## src/rtl/hedios_pkg.sv

```systemverilog
// Shared constants and types for the HEDIOS packet assembler.
package hedios_pkg;

  localparam logic [7:0] SYNC_BYTE_DEFAULT = 8'hA5;

  // Frame: sync, command, then four data bytes (MSB first).
  localparam int FRAME_LEN  = 6;
  localparam int DATA_BYTES = FRAME_LEN - 2;

  // Index value of the data byte that completes a frame.
  localparam logic [1:0] LAST_DATA_IDX = 2'(DATA_BYTES - 1);

  typedef enum logic [1:0] {
    WAIT_SYNC = 2'd0,
    GET_CMD   = 2'd1,
    GET_DATA  = 2'd2
  } state_t;

  // Saturating 8-bit increment.
  function automatic logic [7:0] sat_inc8(input logic [7:0] value);
    return (value == 8'hFF) ? value : value + 8'd1;
  endfunction

endpackage

```

## src/rtl/hedios_idle_timer.sv

```systemverilog
// Idle-cycle counter: counts while enabled, cleared on demand, and flags
// expiry on the TIMEOUT_CYCLES-th consecutive idle cycle.
module hedios_idle_timer #(
  parameter int TIMEOUT_CYCLES = 1000
) (
  input  logic clk,
  input  logic rst_n,
  input  logic clear,
  input  logic enable,
  output logic expired
);

  localparam logic [15:0] LIMIT = 16'(TIMEOUT_CYCLES - 1);

  logic [15:0] count;

  // Count idle cycles; a clear wins over counting.
  always_ff @(posedge clk) begin
    if (!rst_n) begin
      count <= 16'd0;
    end else if (clear) begin
      count <= 16'd0;
    end else if (enable) begin
      count <= count + 16'd1;
    end
  end

  // A clearing event (a valid byte) in the expiry cycle suppresses expiry.
  assign expired = enable && !clear && (count == LIMIT);

endmodule

```

## src/rtl/hedios_packet_assembler.sv

```systemverilog
// Byte-stream frame assembler: finds SYNC_BYTE, collects a command and a
// 32-bit data word, and pushes the result to a packet FIFO. Incomplete
// frames are abandoned after an idle timeout; full-FIFO frames are counted.
module hedios_packet_assembler
  import hedios_pkg::*;
#(
  parameter logic [7:0] SYNC_BYTE      = SYNC_BYTE_DEFAULT,
  parameter int         TIMEOUT_CYCLES = 1000
) (
  input  logic        clk,
  input  logic        rst_n,
  input  logic        i_byte_valid,
  input  logic [7:0]  i_byte,
  input  logic        i_fifo_full,
  output logic        o_push_packet,
  output logic [7:0]  o_packet_command,
  output logic [31:0] o_packet_data,
  output logic        o_busy,
  output logic        o_timeout,
  output logic [7:0]  o_drop_count
);

  state_t      state;
  state_t      state_next;
  logic [1:0]  data_idx;
  logic [7:0]  cmd_sh;
  logic [23:0] data_sh;

  logic        idle_expired;
  logic        cmd_load;
  logic        shift_en;
  logic        frame_done;
  logic        abandon;

  // The idle counter runs only inside a frame; any valid byte restarts it,
  // which also covers entry to GET_CMD (always caused by the sync byte).
  hedios_idle_timer #(
    .TIMEOUT_CYCLES(TIMEOUT_CYCLES)
  ) u_idle_timer (
    .clk    (clk),
    .rst_n  (rst_n),
    .clear  (i_byte_valid || (state == WAIT_SYNC)),
    .enable (state != WAIT_SYNC),
    .expired(idle_expired)
  );

  // State register.
  always_ff @(posedge clk) begin
    if (!rst_n) begin
      state <= WAIT_SYNC;
    end else begin
      state <= state_next;
    end
  end

  // Next-state logic; a valid byte always takes priority over timeout.
  always_comb begin
    state_next = state;
    case (state)
      WAIT_SYNC: begin
        if (i_byte_valid && (i_byte == SYNC_BYTE)) state_next = GET_CMD;
      end
      GET_CMD: begin
        if (i_byte_valid)      state_next = GET_DATA;
        else if (idle_expired) state_next = WAIT_SYNC;
      end
      GET_DATA: begin
        if (i_byte_valid && (data_idx == LAST_DATA_IDX)) state_next = WAIT_SYNC;
        else if (idle_expired)                           state_next = WAIT_SYNC;
      end
      default: state_next = WAIT_SYNC;
    endcase
  end

  // Per-state decode of byte handling and frame events.
  always_comb begin
    cmd_load   = 1'b0;
    shift_en   = 1'b0;
    frame_done = 1'b0;
    abandon    = 1'b0;
    o_busy     = (state != WAIT_SYNC);
    case (state)
      GET_CMD: begin
        cmd_load = i_byte_valid;
        abandon  = idle_expired;
      end
      GET_DATA: begin
        shift_en   = i_byte_valid;
        frame_done = i_byte_valid && (data_idx == LAST_DATA_IDX);
        abandon    = idle_expired;
      end
      default: ;
    endcase
  end

  // Frame payload capture; contents are don't-care until a frame completes.
  always_ff @(posedge clk) begin
    if (cmd_load) cmd_sh <= i_byte;
    if (shift_en) data_sh <= {data_sh[15:0], i_byte};
  end

  // Byte index, push/timeout strobes, packet outputs and drop counter.
  always_ff @(posedge clk) begin
    if (!rst_n) begin
      data_idx         <= 2'd0;
      o_push_packet    <= 1'b0;
      o_timeout        <= 1'b0;
      o_packet_command <= 8'd0;
      o_packet_data    <= 32'd0;
      o_drop_count     <= 8'd0;
    end else begin
      o_push_packet <= frame_done && !i_fifo_full;
      o_timeout     <= abandon;
      if (cmd_load) begin
        data_idx <= 2'd0;
      end else if (shift_en) begin
        data_idx <= data_idx + 2'd1;
      end
      if (frame_done && !i_fifo_full) begin
        o_packet_command <= cmd_sh;
        o_packet_data    <= {data_sh, i_byte};
      end
      if (frame_done && i_fifo_full) begin
        o_drop_count <= sat_inc8(o_drop_count);
      end
    end
  end

endmodule

```

## config.mk

```make
export PLATFORM = sky130hd
export DESIGN_NAME = hedios_packet_assembler
export DESIGN_NICKNAME = d
export VERILOG_FILES = /design/src/rtl/hedios_pkg.sv /design/src/rtl/hedios_idle_timer.sv /design/src/rtl/hedios_packet_assembler.sv
export SDC_FILE = /design/constraint.sdc
export NUM_CORES = 1
export LEC_CHECK = 0
export CAP_MARGIN = 20
export CORE_UTILIZATION = 45
export CTS_CLUSTER_DIAMETER = 200
export DETAILED_ROUTE_END_ITERATION = 10
export DONT_BUFFER_PORTS = 1
export PLACE_DENSITY = 0.63
export SYNTH_ARGS = -nofsm -noshare
export SYNTH_HDL_FRONTEND = slang
export SYNTH_HIERARCHICAL = 1
export SYNTH_SLANG_ARGS = --single-unit
```

## constraint.sdc

```tcl
create_clock -name clk -period 2.1 [get_ports clk]
set_clock_uncertainty 0.15 [all_clocks]
set_input_delay 0.42 -clock clk [delete_from_list [all_inputs] [get_ports clk]]
set_output_delay 0.42 -clock clk [all_outputs]
set_load 0.03 [all_outputs]
```

==> flow_summary.yaml, run 1 <==
status:
  outcome: "complete, no violations"
layout:
  design_area_um2: 4440
  drive_gt1_share_pct: 10.2
  final_cell_mix: "93 x nand2_1, 68 x dfxtp_1, 42 x a21boi_1, 32 x edfxtp_1, 14 x nor2_1"
  final_common_cell: "nand2_1"
  nets: 415
  syn_to_final_growth_pct: 10.7
  final_cell_count_no_fill: 509
  antenna_cells: 0
sta:
  setup_tns_ps: 0
  finalHoldViolations: 0
  finalMaxSlewViolations: 0
  setup_viol: 0
  worst_pin_slew_ps: 576
  hold_ws_ps: 24.0
  fmax_mhz: 499
  fin_crit_sh_pct: 95.5
  fin_crit_ps: 2010
  relSlewSlack_pct: 61.6
  rsz0062_at_grt: "no"
synthesis:
  synthesis.nets: 405
  yosys_warnings: 6
  yosysSeqAreaShare_pct: 58.9
  netlist.area_leader.share_pct: 34.9
  ys_ff_latch: 102
  postSynthCellCount: 386
  syn_area_per_cell_um2: 10.4
  yosysTopAreaCell: "dfxtp_1"
  syn_area_um2: 4010
  synth-edff-count: 32
  ys_top_cells_by_area: "dfxtp_1 35%, edfxtp_1 24%, nand2_1 8.7%"
  ys_async_sr_fraction_pct: 0
  synth_flop_cell: "dfxtp_1"
  yosysUniqueCellTypes: 44
route:
  routedWlPerCell_um: 15.0
  viasPerCell: 5.14
  drc: 0
  ant_nets: 0
  first_iter_violations: 79
  drt-total-wl_um: 7620
  drtPass1Iterations: 4
  vias: 2617
cts:
  cts.root.buffer_cell: "clkbuf_8"
  clockBufferDepth: 2
  numCtsBuffers: 9
  clkSinkCount: 102
  clock_latency_ps: 360
  path_clk_slew_ps: 110
  htreeDepth: 3
  cts_tree: "yes"
  cts_setup_buffers: 0
setup_path:
  required_ps: 2190
  cp.arrival_ps: 2100
  r2r_start: "state[0]$_SDFFE_PN0P_"
  worstRegToRegCells: 8
  critPathMaxStageDelay_ps: 360
  crit_chain: "inv_1 > ha_2 > or2_2 > nor4_1 > nand3_1 > nor2_2 > nor4b_1 > o31a_1"
  critPathTopFamily: "simple AND/OR/NAND/NOR gates"
  reg2reg_to: "state[0]$_SDFFE_PN0P_"
  worst-path-buf-inv: 1
  critPathKind: "reg2reg"
  critPathCaptureType: "flip-flop"
  cp_slowest_cell: "dfxtp_2"
  path_max_fanout: 4
  cp.depth: 8
  ff2ff_setup_slack_ps: 90
  cp-start-kind: "flip-flop"
global_routing:
  grtUsageTotal_pct: 17.5
  antenna_found_initial: 0
  grt-ovfl-total: 0
  grt_pass1_wl_um: 12200
  grt_pass1_vias: 2478
  grt_max_degree: 57
floorplanning:
  initial_core_util_pct: 46.2
  row_count: 34
  die_height_um: 96.4
  die_w_um: 96.4
  die-area_um2: 9300
  coreArea_um2: 8680
  pin_count: 63
run:
  drv_cap: 0
placed_design:
  port_buffers: 0
  dp_hpwl_um: 4830
  placed_area_um2: 4150
  gp_congestion: 0.784
  place_inst: 485
hold_path:
  hold_path_end: "o_packet_data[4]$_SDFFE_PN0P_"
  hold_class: "in2reg"
  min_path_cells: 2
  hp-start: "i_byte[4]"
pwr:
  power.density_nw_per_um2: 748
  ir_drop_mv: 0.307
  leakagePower_nw: 1.51
cell families (layout without fill, tap and decap cells):
family / after synthesis / count (layout) / synth area share [%]
DFF: 102 / 102 / 58.9
xor gates and xnor gates: 12 / 12 / 2.62
and+or+nand+nor: 164 / 164 / 19.8
muxes: 3 / 3 / 0.748
AOI/OAI and AO/OA: 69 / 69 / 12.3
adders and majority gates: 7 / 7 / 2.18
buffers and inverters: 29 / 44 / 3.46
layout make-up:
type / instances / area [um^2]
clock inverter: 6 / 77.6
clock buffer: 10 / 128
inverter: 9 / 36.3
timing repair buffer: 19 / 175
sequential: 102 / 2360
tap: 108 / 135
multi-input combinational: 255 / 1530
fill: 819 / 4240
what timing repair did:
| action | 4_1_cts | 5_1_grt |
|---|---|---|
| pin swaps | 0 | 1 |
| endpoints found under the setup margin | 1 | 4 |
| cloned | 0 | 0 |
| hold buffers | 8 | 0 |
| gates resized for setup | 1 | 3 |
| endpoints found under the hold margin | 16 | 0 |
sequential cells by signal, indices dropped and copies added (netlist names), 2 cells and up:
signal	cells
data_sh	24
o_packet_data	32
o_drop_count	8
data_idx	2
state	2
o_packet_command	8
cmd_sh	8
u_idle_timer/count	16
cells in the mapped netlist (2+ instances only):
| cell | n |
|---|---|
| or3_1 | 5 |
| nand2b_1 | 2 |
| inv_1 | 9 |
| xnor2_1 | 3 |
| nor2_1 | 16 |
| o31a_1 | 2 |
| o2111ai_1 | 2 |
| xor2_1 | 9 |
| o21ai_0 | 7 |
| dfxtp_1 | 70 |
| mux2i_1 | 3 |
| a21oi_1 | 9 |
| nor3_1 | 2 |
| a21boi_1 | 42 |
| nand3_1 | 10 |
| nor4_1 | 2 |
| and4_1 | 3 |
| and3b_1 | 2 |
| buf_6 | 4 |
| nand2_1 | 93 |
| ha_1 | 7 |
| edfxtp_1 | 32 |
| nor4b_1 | 2 |
| clkbuf_1 | 16 |
| nand4_1 | 8 |
| and3_1 | 4 |
| and2_1 | 5 |
metrics by stage:
| step | worst slack (ps) | utilization, % | total power [mW] |
|---|---|---|---|
| after floorplan | 19.4 | - | 2.09 |
| after global placement | 103 | 47.8 | 2.08 |
| after detailed placement | 12.2 | 47.8 | 2.08 |
| after CTS | 22.5 | 51.1 | 3.37 |
| after global routing | 10.6 | 51.2 | 3.44 |
| final | 94.6 | 51.2 | 3.32 |
power by group:
| group | switching (mW) | internal (mW) | leakage [nW] | total (mW) |
|---|---|---|---|---|
| logic | 0.00841 | 0.0234 | 0.559 | 0.0318 |
| clock network | 0.692 | 0.575 | 0.101 | 1.27 |
| registers | 0.0000761 | 2.02 | 0.852 | 2.02 |
| total | 0.701 | 2.62 | 1.51 | 3.32 |
worst reg2reg max path: cells and delay by family, from the launching register on:
kind                       cells  cell delay [ps]
DFF                            1              360
buffers and inverters          1               80
AOI/OAI and AO/OA              1              300
and+or+nand+nor                5              780
adders and majority gates      1              220
how the worst max path moves through the flow:
stage | slack, ps | end | startpoint
final | 90 | state[0]$_SDFFE_PN0P_ | state[0]$_SDFFE_PN0P_
after global placement | 100 | state[0]$_SDFFE_PN0P_ | state[0]$_SDFFE_PN0P_
after CTS | 20 | state[0]$_SDFFE_PN0P_ | state[0]$_SDFFE_PN0P_
after detailed placement | 10 | state[0]$_SDFFE_PN0P_ | state[0]$_SDFFE_PN0P_
after global routing | 10 | state[0]$_SDFFE_PN0P_ | state[0]$_SDFFE_PN0P_
after floorplan | 20 | state[0]$_SDFFE_PN0P_ | state[0]$_SDFFE_PN0P_
routing by layer:
metal / track usage, % / share of wire [%]
met1: 20.8 / 43
met2: 29.3 / 48
met3: 5.40 / 6.9
met4: 7.72 / 1.8
met5: 0 / 0
No activity file was read; power rests on OpenSTA's default activity.
==> run 2: changes to the inputs <==
- DONT_BUFFER_PORTS: 1 -> not set
- HOLD_SLACK_MARGIN: not set -> 0.08
- PLACE_DENSITY: 0.63 -> 0.72
==> flow_summary.yaml, run 2 (synthesized netlist as in run 1, its figures left out) <==
layout:
  antenna_cells: 0
  syn_to_final_growth_pct: 27.2
  fin_util_pct: 58.8
  largest_register: "o_packet_data"
  reg_top3: "o_packet_data: 32 flops, data_sh: 24 flops, u_idle_timer/count: 16 flops"
  drive_gt1_share_pct: 11.8
  final_cell_mix: "93 x nand2_1, 68 x dfxtp_1, 55 x clkdlybuf4s50_1, 42 x a21boi_1, 32 x edfxtp_1"
  nets: 479
  final_common_cell: "nand2_1"
  largest_register_ffs: 32
route:
  first_iter_violations: 82
  routedWlPerCell_um: 13.8
  drtPass1Iterations: 4
  viasPerCell: 5.10
  vias: 2921
  drc: 0
  ant_nets: 0
  drt-total-wl_um: 7930
cts:
  cts_hold_buf: 0
  cts.root.buffer_cell: "clkbuf_8"
  clockBufferDepth: 2
  cts_tree: "yes"
  numCtsBuffers: 9
  clkSinkCount: 102
  clock_latency_ps: 360
  htreeDepth: 3
  post_cts_resized: 5
  cts_setup_buffers: 0
  path_clk_slew_ps: 100
pwr:
  ir_drop_mv: 0.385
  combPwrFrac_pct: 2.5
  p_switching_mw: 0.746
  swShare_pct: 22.8
  power_frac_clock_pct: 35.7
  seq_power_share_pct: 61.8
  internal_power_mw: 2.53
  power.density_nw_per_um2: 641
  leakagePower_nw: 1.82
placed_design:
  port_buffers: 62
  gp_congestion: 0.769
  dp_hpwl_um: 5620
setup_path:
  worst-path-buf-inv: 1
  cp_slowest_cell: "clkdlybuf4s50_1"
  critPathCaptureType: "output port"
  critPathTopFamily: "buffers and inverters"
  cp.arrival_ps: 1460
  critPathMaxStageDelay_ps: 700
  crit_start: "o_drop_count[7]$_SDFFE_PN0P_"
  path_max_fanout: 5
  worstRegToRegCells: 6
  crit_chain: "clkdlybuf4s50_1"
  ff2ff_setup_slack_ps: 120
  reg2reg_to: "o_drop_count[5]$_SDFFE_PN0P_"
  cp-start-kind: "flip-flop"
  required_ps: 1530
  r2r_start: "state[0]$_SDFFE_PN0P_"
  critPathKind: "reg2out"
floorplanning:
  coreArea_um2: 8680
  pin_count: 63
  row_count: 34
  initial_core_util_pct: 46.2
  die_height_um: 96.4
  die_w_um: 96.4
  die-area_um2: 9300
global_routing:
  grt-ovfl-total: 0
  grt_pass1_wl_um: 12600
  antenna_found_initial: 0
  grtUsageTotal_pct: 18.0
  grt_pass1_vias: 2731
  grt_max_degree: 42
sta:
  fin_crit_ps: 2030
  finalMaxSlewViolations: 0
  relSlewSlack_pct: 75.1
  finalHoldViolations: 0
  rsz0062_at_grt: "yes"
  worst_pin_slew_ps: 373
  setup_viol: 0
  setup_tns_ps: 0
  fin_crit_sh_pct: 96.6
  fmax_mhz: 493
hold_path:
  min_path_cells: 2
  hold_path_end: "o_drop_count[7]$_SDFFE_PN0P_"
  hp-start: "rst_n"
  hold_class: "in2reg"
status:
  outcome: "complete, no violations"
run:
  drv_cap: 0
run 2: cell types whose count changed in the layout (fill, tap and decap cells not counted), moves of 2 or more:
cell	delta
clkdlybuf4s50_1	+55
buf_12	+4
dlygate4sd2_1	+2
dlygate4sd3_1	-8
dlymetal6s2s_1	+3
buf_4	+6
run 2: routing by layer:
layer | vias up | global-route usage (%) | part of all wire [%]
li1 | 1471 | - | -
met1 | 1384 | 20.8 | 43
met2 | 53 | 31.8 | 51
met3 | 13 | 4.54 | 3.7
met4 | 0 | 7.48 | 2.5
met5 | - | 0 | 0
run 2: per-stage QoR:
step | total power, mW | std cells | setup slack, ps | hold WS, ps | cell area, um^2
after floorplan | 2.09 | 386 | 19.4 | 276 | 4020
after global placement | 2.15 | 557 | -158 | 282 | 4890
after detailed placement | 2.15 | 557 | -209 | 284 | 4890
after CTS | 3.32 | 573 | 1.38 | 295 | 5070
after global routing | 3.40 | 573 | -11.6 | 291 | 5100
final | 3.27 | 573 | 71.1 | 294 | 5100
run 2: power groups by stage:
stage / clock (mW) / combinational (mW) / sequential (mW)
6_report: 1.17 / 0.0811 / 2.02
2_1_floorplan: 0 / 0.0265 / 2.07
3_3_place_gp: 0 / 0.0810 / 2.07
4_1_cts: 1.21 / 0.0822 / 2.02
5_1_grt: 1.29 / 0.0861 / 2.02
3_5_place_dp: 0 / 0.0819 / 2.07
run 2: how the worst max path moves through the flow:
stage / endpoint / depth (start not counted)
3_5_place_dp: o_drop_count[5]$_SDFFE_PN0P_ / 6
6_report: o_drop_count[7] / 1
2_1_floorplan: state[0]$_SDFFE_PN0P_ / 10
5_1_grt: o_drop_count[5]$_SDFFE_PN0P_ / 6
3_3_place_gp: state[0]$_SDFFE_PN0P_ / 7
4_1_cts: state[0]$_SDFFE_PN0P_ / 8
run 2: layout make-up:
class,count,area (um^2)
well taps,108,135
inverters,9,36.3
clock buffers,9,124
fillers,759,3580
flip-flops and latches,102,2360
repair buffers,83,842
clock inverters,7,62.6
multi-input cells,255,1540
==> run 3: changes to the inputs <==
- CTS_BUF_LIST: not set -> sky130_fd_sc_hd__clkbuf_2 sky130_fd_sc_hd__clkbuf_4 sky130_fd_sc_hd__clkbuf_8
==> results of run 3 <==
The final DEF is identical to that of run 2; final timing and power are the same.
